===== config.mk =====
export PLATFORM = sky130hd
export DESIGN_NAME = reg_wb_arbiter
export DESIGN_NICKNAME = d
export VERILOG_FILES = /design/src/rtl/reg_wb_arbiter.sv
export SDC_FILE = /design/constraint.sdc
export NUM_CORES = 1
export LEC_CHECK = 0
export CORE_MARGIN = 2
export CORE_UTILIZATION = 40
export DETAILED_ROUTE_END_ITERATION = 8
export DONT_BUFFER_PORTS = 1
export SYNTH_ARGS = -nofsm -noshare
export SYNTH_HDL_FRONTEND = slang
export SYNTH_SLANG_ARGS = --single-unit
export TNS_END_PERCENT = 1

===== constraint.sdc =====
create_clock -name CLK -period 2.33 [get_ports CLK]
set_clock_uncertainty 0.2 [all_clocks]
set_input_delay 0.466 -clock CLK [delete_from_list [all_inputs] [get_ports CLK]]
set_output_delay 0.466 -clock CLK [all_outputs]
set_load 0.02 [all_outputs]

===== src/rtl/reg_wb_arbiter.sv =====
// Register-file write-port arbiter: round-robin between ALU and load writeback, plus load scoreboard.
// Define WB_FIXED_PRIO_EN to give requester 1 fixed priority on ties instead of round-robin.
module reg_wb_arbiter #(
    parameter int unsigned DATA_WIDTH = 8,
    parameter int unsigned ADDR_WIDTH = 3
) (
    input  logic                       CLK,
    input  logic                       RESET,
    input  logic                       REQ0,
    input  logic [ADDR_WIDTH-1:0]      ADDR0,
    input  logic [DATA_WIDTH-1:0]      DATA0,
    output logic                       GNT0,
    input  logic                       REQ1,
    input  logic [ADDR_WIDTH-1:0]      ADDR1,
    input  logic [DATA_WIDTH-1:0]      DATA1,
    output logic                       GNT1,
    input  logic                       RESERVE_EN,
    input  logic [ADDR_WIDTH-1:0]      RESERVE_ADDR,
    input  logic [ADDR_WIDTH-1:0]      CHK_ADDR1,
    input  logic [ADDR_WIDTH-1:0]      CHK_ADDR2,
    output logic                       STALL,
    output logic [(2**ADDR_WIDTH)-1:0] BUSY,
    output logic [DATA_WIDTH-1:0]      RF_IN,
    output logic [ADDR_WIDTH-1:0]      RF_INADDRESS,
    output logic                       RF_WRITE
);

    localparam int unsigned NUM_REGS = 2 ** ADDR_WIDTH;

    logic                  r_gnt0;
    logic                  r_gnt1;
    logic                  r_rf_write;
    logic [DATA_WIDTH-1:0] r_rf_in;
    logic [ADDR_WIDTH-1:0] r_rf_addr;
    logic [NUM_REGS-1:0]   r_busy;

    logic                  w_elig0;
    logic                  w_elig1;
    logic                  w_win0;
    logic                  w_win1;
    logic                  w_gnt0_next;
    logic                  w_gnt1_next;
    logic                  w_rf_write_next;
    logic [DATA_WIDTH-1:0] w_rf_in_next;
    logic [ADDR_WIDTH-1:0] w_rf_addr_next;
    logic [NUM_REGS-1:0]   w_busy_next;

    // A requester whose grant is showing this cycle is still holding its old request.
    assign w_elig0 = REQ0 & ~r_gnt0;
    assign w_elig1 = REQ1 & ~r_gnt1;

`ifdef WB_FIXED_PRIO_EN
    assign w_win1 = w_elig1;
`else
    logic r_last;
    logic w_last_next;

    assign w_win1 = w_elig1 & (~w_elig0 | ~r_last);

    always_comb begin
        w_last_next = r_last;
        if (w_win0) begin
            w_last_next = 1'b0;
        end else if (w_win1) begin
            w_last_next = 1'b1;
        end
    end

    always_ff @(posedge CLK or posedge RESET) begin
        if (RESET) begin
            r_last <= 1'b1;
        end else begin
            r_last <= w_last_next;
        end
    end
`endif

    assign w_win0 = w_elig0 & ~w_win1;

    always_comb begin
        w_gnt0_next     = w_win0;
        w_gnt1_next     = w_win1;
        w_rf_write_next = w_win0 | w_win1;
        w_rf_in_next    = r_rf_in;
        w_rf_addr_next  = r_rf_addr;
        if (w_win0) begin
            w_rf_in_next   = DATA0;
            w_rf_addr_next = ADDR0;
        end else if (w_win1) begin
            w_rf_in_next   = DATA1;
            w_rf_addr_next = ADDR1;
        end
    end

    // Set is applied after clear so a newly issued load to the same register stays busy.
    always_comb begin
        w_busy_next = r_busy;
        if (w_win1) begin
            w_busy_next[ADDR1] = 1'b0;
        end
        if (RESERVE_EN) begin
            w_busy_next[RESERVE_ADDR] = 1'b1;
        end
    end

    always_ff @(posedge CLK or posedge RESET) begin
        if (RESET) begin
            r_gnt0     <= 1'b0;
            r_gnt1     <= 1'b0;
            r_rf_write <= 1'b0;
            r_rf_in    <= '0;
            r_rf_addr  <= '0;
            r_busy     <= '0;
        end else begin
            r_gnt0     <= w_gnt0_next;
            r_gnt1     <= w_gnt1_next;
            r_rf_write <= w_rf_write_next;
            r_rf_in    <= w_rf_in_next;
            r_rf_addr  <= w_rf_addr_next;
            r_busy     <= w_busy_next;
        end
    end

    assign GNT0         = r_gnt0;
    assign GNT1         = r_gnt1;
    assign RF_WRITE     = r_rf_write;
    assign RF_IN        = r_rf_in;
    assign RF_INADDRESS = r_rf_addr;
    assign BUSY         = r_busy;
    assign STALL        = r_busy[CHK_ADDR1] | r_busy[CHK_ADDR2];

endmodule


* Word-level counts from Yosys, hierarchy flattened
Index checks and enable logic that the tools add are counted.
** Operators by class
- Magnitude comparators :: 6
- Muxes and demuxes :: 16
- Bitwise operators :: 15
- Reduce and logical (&&, ||, !) cells :: 3
** Operators with widths (count)
- 8-bit two-way mux :: 4
- 3-bit by 4-bit less-than comparator with 1-bit output, second input constant :: 4
- 8-bit AND :: 1
- 8-bit inverter :: 1
- 8-bit OR :: 1
- 1-bit binary-select mux with 3-bit select :: 2
- 1-bit demux with 3-bit select :: 2
- 3-bit by 1-bit greater-or-equal comparator with 1-bit output, second input constant :: 2
- 1-bit two-way mux :: 6
- 3-bit two-way mux :: 2
- 1-bit inverter :: 5
- 1-bit AND :: 4
- 1-bit OR :: 3
- 1-bit logical AND :: 2
- 2-bit nonzero test :: 1
** Storage, ports and cells
- Flip-flop bits (word level) :: 23
- Output and inout bits :: 23
- Word-level logic and storage cells :: 47

* Logic depth before layout (Yosys ltp)
Gate-level depths: netlist of run 1.
- Word-level depth :: 9
- Mapped depth :: 5
- Mapped depth without buffers :: 3

* Least setup slack after synthesis of run 1
Ideal clock, no wire load.
- Path kind :: input port to output port
- From :: input port CHK_ADDR2[0]
- To :: output port STALL
- Arrival time :: 1209 ps
- Setup slack :: 455 ps
- Cell stages on the path :: 3
- Buffers on the path :: 0
- Cell sequence :: mux4_2 mux2i_1 nand2_1
** On the way
- Cells in the longest elaborated chain, start to end :: 3
** Ends and longest elaborated chain
- from (decl) :: line 20 : input logic [ADDR_WIDTH-1:0] CHK_ADDR2,
- 1-bit binary-select mux with 3-bit select :: line 130 : assign STALL = r_busy[CHK_ADDR1] | r_busy[CHK_ADDR2];
- 1-bit two-way mux (not written as such) :: line 130
- 1-bit OR :: line 130
- to (decl) :: line 21 : output logic STALL,
Every way passes these cells. The select of a mux whose other input is x is not followed.

* Worst setup path after layout of run 1
- From :: register r_busy[7] (netlist: BUSY[7])
- To :: output port STALL
** On the way
- Cells in the longest elaborated chain, start to end :: 3
** Ends and longest elaborated chain
- from (decl) :: line 35 : logic [NUM_REGS-1:0] r_busy;
- from (signal assigned) :: line 120 : r_busy <= w_busy_next;
- 1-bit binary-select mux with 3-bit select :: line 130
- 1-bit two-way mux (not written as such) :: line 130
- 1-bit OR (*) :: line 130
Every way passes the cells marked *; elsewhere a longest branch is shown, timed or not. The select of a mux whose other input is x is not followed.

==> results.md, run 1 <==
- Root buffer selected by CTS: clkbuf_4
- GR Layer Usage met3: 4.76%
- Core ar.: between 2000 and 3000 sq um
- Final Hold Fails: 0
- Gr busiest metal: met2
- Post-synthesis sequential area ratio: between 50 and 60%
- Final core utilization: between 40% and 50%
- DIE HEIGHT: between 50 and 60 microns
- Status: completed
- Drt via density: ~6.7
- Synth cell types: 21
- # H-tree levels: 1
- Final ANT Viol Nets: 0
- Multi-input gate area: just over 500 sq um
- Ys Warns: 0
- Worst r2r src: GNT0
- CP Launch Type: flip-flop
- Average routed wire per standard cell: 20.7 microns
- Setup Buffers After CTS: 0
- Slowest-stage cell, CP: dfrtp_2
- Drt total wl: ~2600 microns
- Fill cell count: about 250
- Dpl cells: about 120
- CTS tree: built
- Diode count: 0
- Tmin final: between 2000 and 2500 ps
- Number of clock sinks: 23
- Design area: approximately 1200 sq um
- Worst EP arrival: between 1500 and 2000 ps
- Drt pass-1 iters: 4
- Die Wd: approximately 57 microns
- I/O pin total: 59
- CP bufs+invs: 0
- Max Clk Rate: 0.442 GHz
- Critical path endpoint category: output port
- GPL Wtd Cong: about 0.76
- CTS max path bufs: 2
- Relative slew slack: around two thirds
- CP max FO: 4
- Crit path max-delay family: multiplexers
- Crit-path max cell delay: around 500 ps
- Reg2reg end: RF_IN[0]
- Fraction of layout cells with a size suffix above 1: 24.7%
- DRC Markers: 0
- IO Port Bufs: 0
- Vias: between 800 and 900
- Synthesized instance count: 93
- Setup TNS: 0 ps
- Pleak: a little over 0.0005 uW
- Final non-filler cell total: about 120
- Met2 global-route usage: about 26%
- Fin crit share: between 90% and 100%
- CP Cell Sequence: mux4_2, mux2i_1, nand2_2
- GRT Total Usage: 15.5%
- Final Max Tran Viols: 0
- Crit path depth: 3
- Die ar.: around 3300 sq um
- Hold Crit Class: input port to flip-flop
- RSZ-0062 raised after global routing: false
- Area Growth Syn to Fin: 5.41%
- CTS clk-pin slew, worst paths: 130 ps
- Pwr per Cell Area: between 900 and 1000 nW/um^2
- Total grt overflow: 0
- Synth Net Count: 129
- R2R depth: 3
- Setup violations, final: 0
- HPWL Detailed: roughly 1900 microns
- CP required: 1660 ps
- Crit path from: BUSY[7]
- Post-DP Area: approximately 1100 sq um
- Reg2reg setup slack: 480 ps
- Clk_lat worst skew: around 310 ps
- FF/Latch Area: between 500 and 600 sq um
- First-pass GRT wire length: 3900 microns
- CTS buffer count: 3
- VDD IR-drop max: about 0.43 mV
- Met1 GRT Util: 19.5%
- Layout net count: 130
- Initial antenna violation count: 0
- Initial Util: roughly 41%
- Critical path class: flip-flop to output port
- Total of max-cap violations: 0
- # rows: 19
- Tot Pwr: 1150 uW
- Vias in the first global route: between 700 and 800
- Mean post-synth cell area: around 12 sq um
- Measured slew at the worst slew-check pin: 489 ps
- Iter 0 DRT Violations: 58
- Worst Setup EP: STALL
- FF+latch count, synth: 23
- Mapped Area: approximately 1100 sq um
- Largest net degree at the start of global routing: 24
metrics by stage:
stage          setup WS (ps)  hold slack, ps
2_1_floorplan            455             267
3_3_place_gp             422             211
3_5_place_dp             379             215
4_1_cts                 20.7            31.8
5_1_grt                 2.07            17.3
6_report                67.2            30.2
power breakdown:
group          total (uW)  switching [uW]  internal (uW)
clock                 185             121           64.1
combinational         253             121            132
sequential            710             202            508
total                1150             444            704
Yosys cell counts:
cell type,number,area (sq um)
o21ai_0,7,35.0
o41ai_1,8,70.1
nand2b_4,1,13.8
nand2_1,6,22.5
clkbuf_1,3,11.3
buf_6,1,11.3
dfstp_2,1,26.3
or2_2,1,6.26
inv_1,2,7.51
dfrtp_1,22,551
a221o_1,11,110
mux2i_1,2,20.0
mux4_2,4,90.1
o31ai_1,2,15.0
nor2_2,1,6.26
buf_2,1,5.00
nand2b_1,6,37.5
o21ba_2,1,10.0
buf_4,1,7.51
and3b_1,1,8.76
and3_1,11,68.8
what timing repair did:
item	in CTS	in global routing
setup endpoints to repair	0	1
resized for setup	0	9
hold endpoints to repair	22	0
hold buffers	1	0
layout make-up:
type | instances | area share, %
Multi-Input combinational cell | 62 | 43.2
Timing Repair Buffer | 2 | 1.47
Sequential cell | 23 | 49.1
Clock inverter | 1 | 0.419
Clock buffer | 3 | 1.88
Inverter | 2 | 0.628
Tap cell | 31 | 3.25
logic make-up after synthesis:
| group | synth area share [%] |
|---|---|
| flip-flops | 50.9 |
| AO/OA/AOI/OAI | 21.2 |
| multiplexers | 9.71 |
| AND/OR/NAND/NOR | 14.5 |
| buffers and inverters | 3.75 |
layer usage:
layer,vias up,share of wire (%)
met5,-,0
met4,0,1.6
met3,4,6.7
met2,39,51
met1,424,40
li1,366,-
sequential cells by signal (all words and copies together), names as in the netlist:
name,flops
RF_IN,8
RF_INADDRESS,3
GNT1,1
BUSY,8
RF_WRITE,1
r_last,1
GNT0,1
cells in the final DEF, fill, tap and decap left out, types with 2 or more instances in the layout:
cell and count:
a221o_1 11, o41ai_1 8, mux4_2 4, and3_1 11, dfrtp_2 8, mux2i_1 2
nand2b_1 6, nand2_1 5, inv_1 2, dfrtp_1 14, o21ai_0 7, clkbuf_4 3
o31ai_1 2
how the worst min path moves through the flow:
stage                    start  endpoint  slack [ps]  cells past startpoint
2_1_floorplan            RESET   BUSY[0]         270                      1
3_3_place_gp             RESET  RF_WRITE         210                      2
3_5_place_dp             RESET  RF_WRITE         220                      2
4_1_cts        RESERVE_ADDR[2]   BUSY[2]          30                      1
5_1_grt        RESERVE_ADDR[2]   BUSY[0]          20                      1
6_report       RESERVE_ADDR[2]   BUSY[2]          30                      1
Power figures use the tool's default switching activity.
==> run 2, diff against run 1 <==
--- a/config.mk
+++ b/config.mk
@@ -5,10 +5,14 @@
 export SDC_FILE = /design/constraint.sdc
 export NUM_CORES = 1
 export LEC_CHECK = 0
+export CELL_PAD_IN_SITES_DETAIL_PLACEMENT = 1
+export CELL_PAD_IN_SITES_GLOBAL_PLACEMENT = 1
 export CORE_MARGIN = 2
 export CORE_UTILIZATION = 40
+export CTS_CLUSTER_DIAMETER = 30
 export DETAILED_ROUTE_END_ITERATION = 8
 export DONT_BUFFER_PORTS = 1
+export PLACE_DENSITY_LB_ADDON = 0.1
 export SYNTH_ARGS = -nofsm -noshare
 export SYNTH_HDL_FRONTEND = slang
 export SYNTH_SLANG_ARGS = --single-unit
==> run 2 against run 1 <==
Maximum frequency increased by 0.16%. Highest routed layer unchanged. Critical endpoint unchanged. Combinational power increased by 2%. Via count increased by 1.4%. Sequential share of layout area decreased by 0.41 points. First-iteration DRC count decreased by 38%. Critical path type unchanged. Largest cell class unchanged. Final cell count increased by 0.81%.
==> results.md, run 2 (synthesized netlist as in run 1, its figures left out) <==
- Commonest non-fill, non-tap cell in the layout: dfrtp_1
- # rows: 19
- Worst setup margin: around 70 ps
- Total grt overflow: 0
- Max Clk Rate: about 0.44 GHz
- Critical path class: flip-flop to output port
- Die Wd: 57.2 microns
- Worst EP arrival: ~1600 ps
- Core ar.: about 2700 sq um
- CTS buffer count: 3
- Average routed wire per standard cell: between 20 and 25 microns
- Measured slew at the worst slew-check pin: around 550 ps
- Total of max-cap violations: 0
- Iter 0 DRT Violations: 36
- Vias: approximately 850
- Root buffer selected by CTS: clkbuf_4
- Tmin final: 2260 ps
- Final Hold Fails: 0
- CP max FO: 4
- IO Port Bufs: 0
- CTS tree: built
- GPL Wtd Cong: between 0.7 and 0.8
- Initial antenna violation count: 0
- Pwr per Cell Area: ~960 nW/um^2
- Setup TNS: 0 ps
- Fill cell count: between 200 and 300
- Post-DP Area: between 1000 and 1500 sq um
- Drt via density: around 6.8
- Design area: around 1200 sq um
- Setup Buffers After CTS: 0
- First-pass GRT wire length: ~4500 microns
- Die ar.: ~3300 sq um
- CTS max path bufs: 2
- RSZ-0062 raised after global routing: true
- GRT Total Usage: 18.1%
- Diode count: 0
- Multi-input gate area: between 500 and 600 sq um
- DIE HEIGHT: ~57 microns
- Setup violations, final: 0
- Vias in the first global route: 872
- CTS clk-pin slew, worst paths: between 100 and 150 ps
- Fin crit share: approximately 97%
- HPWL Detailed: ~2000 microns
- Area Growth Syn to Fin: 6.07%
- Fraction of layout cells with a size suffix above 1: between 20 and 25%
- VDD IR-drop max: 0.521 mV
- Layout net count: about 130
- Clk_lat worst skew: about 300 ps
- FF/Latch Area: between 500 and 600 sq um
- Most frequent cells in the layout: dfrtp_1 (15), and3_1 (11), a221o_1 (11)
- Final ANT Viol Nets: 0
- Number of clock sinks: 23
- Critical path endpoint category: output port
- Drt pass-1 iters: 4
- I/O pin total: 59
- Largest net degree at the start of global routing: 24
- Tot Pwr: between 1000 and 1500 uW
- CP required: roughly 1700 ps
- Pleak: ~0.00051 uW
- DRC Markers: 0
- # H-tree levels: 1
- CP Launch Type: flip-flop
- Relative slew slack: about 63%
- Drt total wl: about 2800 microns
- Initial Util: about two fifths
- DP Worst Slack: 386 ps
- Status: completed
- Final Max Tran Viols: 0
- Hold Crit Class: input port to flip-flop
## run 2: changes by cell type in the layout (fill, tap and decap cells not counted), sizes merged
cell | before | now
clkbuf | 3 | 4
clkinv | 1 | 0
dlygate4sd3 | 1 | 2
## run 2: worst paths after layout
kind | start | endpoint | slack (ps) | depth (start not counted)
worst max-delay path | BUSY[1] | STALL | 70 | 3
worst min-delay path | RESERVE_ADDR[2] | BUSY[0] | 30 | 1
worst max register to register | r_last | RF_IN[7] | 460 | 3
worst min register to register | r_last | r_last | 320 | 2
max in group asynchronous | RESET | r_last | 1210 | 3
min in group asynchronous | RESET | RF_WRITE | 430 | 3
## run 2: metal layers
layer	vias up	part of all wire [%]	global-route usage [%]
li1	369	-	-
met4	0	1.0	6.64
met5	-	0	0
met3	4	7.1	5.22
met2	35	48	27.1
met1	437	44	25.2
## run 2: metrics by stage
stage | instances | hold WS [ps] | util, %
final | 125 | 29.7 | 44.0
after global routing | 125 | 4.91 | 44.0
after CTS | 124 | 24.7 | 43.2
after detailed placement | 119 | 224 | 41.9
after global placement | 119 | 223 | 41.9
after floorplan | 93 | 267 | -
## run 2: worst max-delay path, stage by stage, from the launching register on
cell	delay [ps]
dfrtp_1	510
mux4_2	490
mux2i_1	170
nand2_2	120
## run 2: area by class of cell
type / count / share of cell area, %
Timing Repair Buffer: 3 / 2.29
Multi-Input combinational cell: 62 / 43.0
Inverter: 2 / 0.624
Sequential cell: 23 / 48.7
Tap cell: 31 / 3.23
Clock buffer: 4 / 2.19
## run 2: what timing repair did
item | 4_1_cts | 5_1_grt
hold buffers | 1 | 1
gates resized for setup | 0 | 8
endpoints found under the setup margin | 0 | 1
hold endpoints to repair | 22 | 1
## run 2: power breakdown
group | switching, uW | total [uW] | internal [uW]
clock | 115 | 182 | 66.7
combinational | 125 | 258 | 133
sequential | 205 | 711 | 507
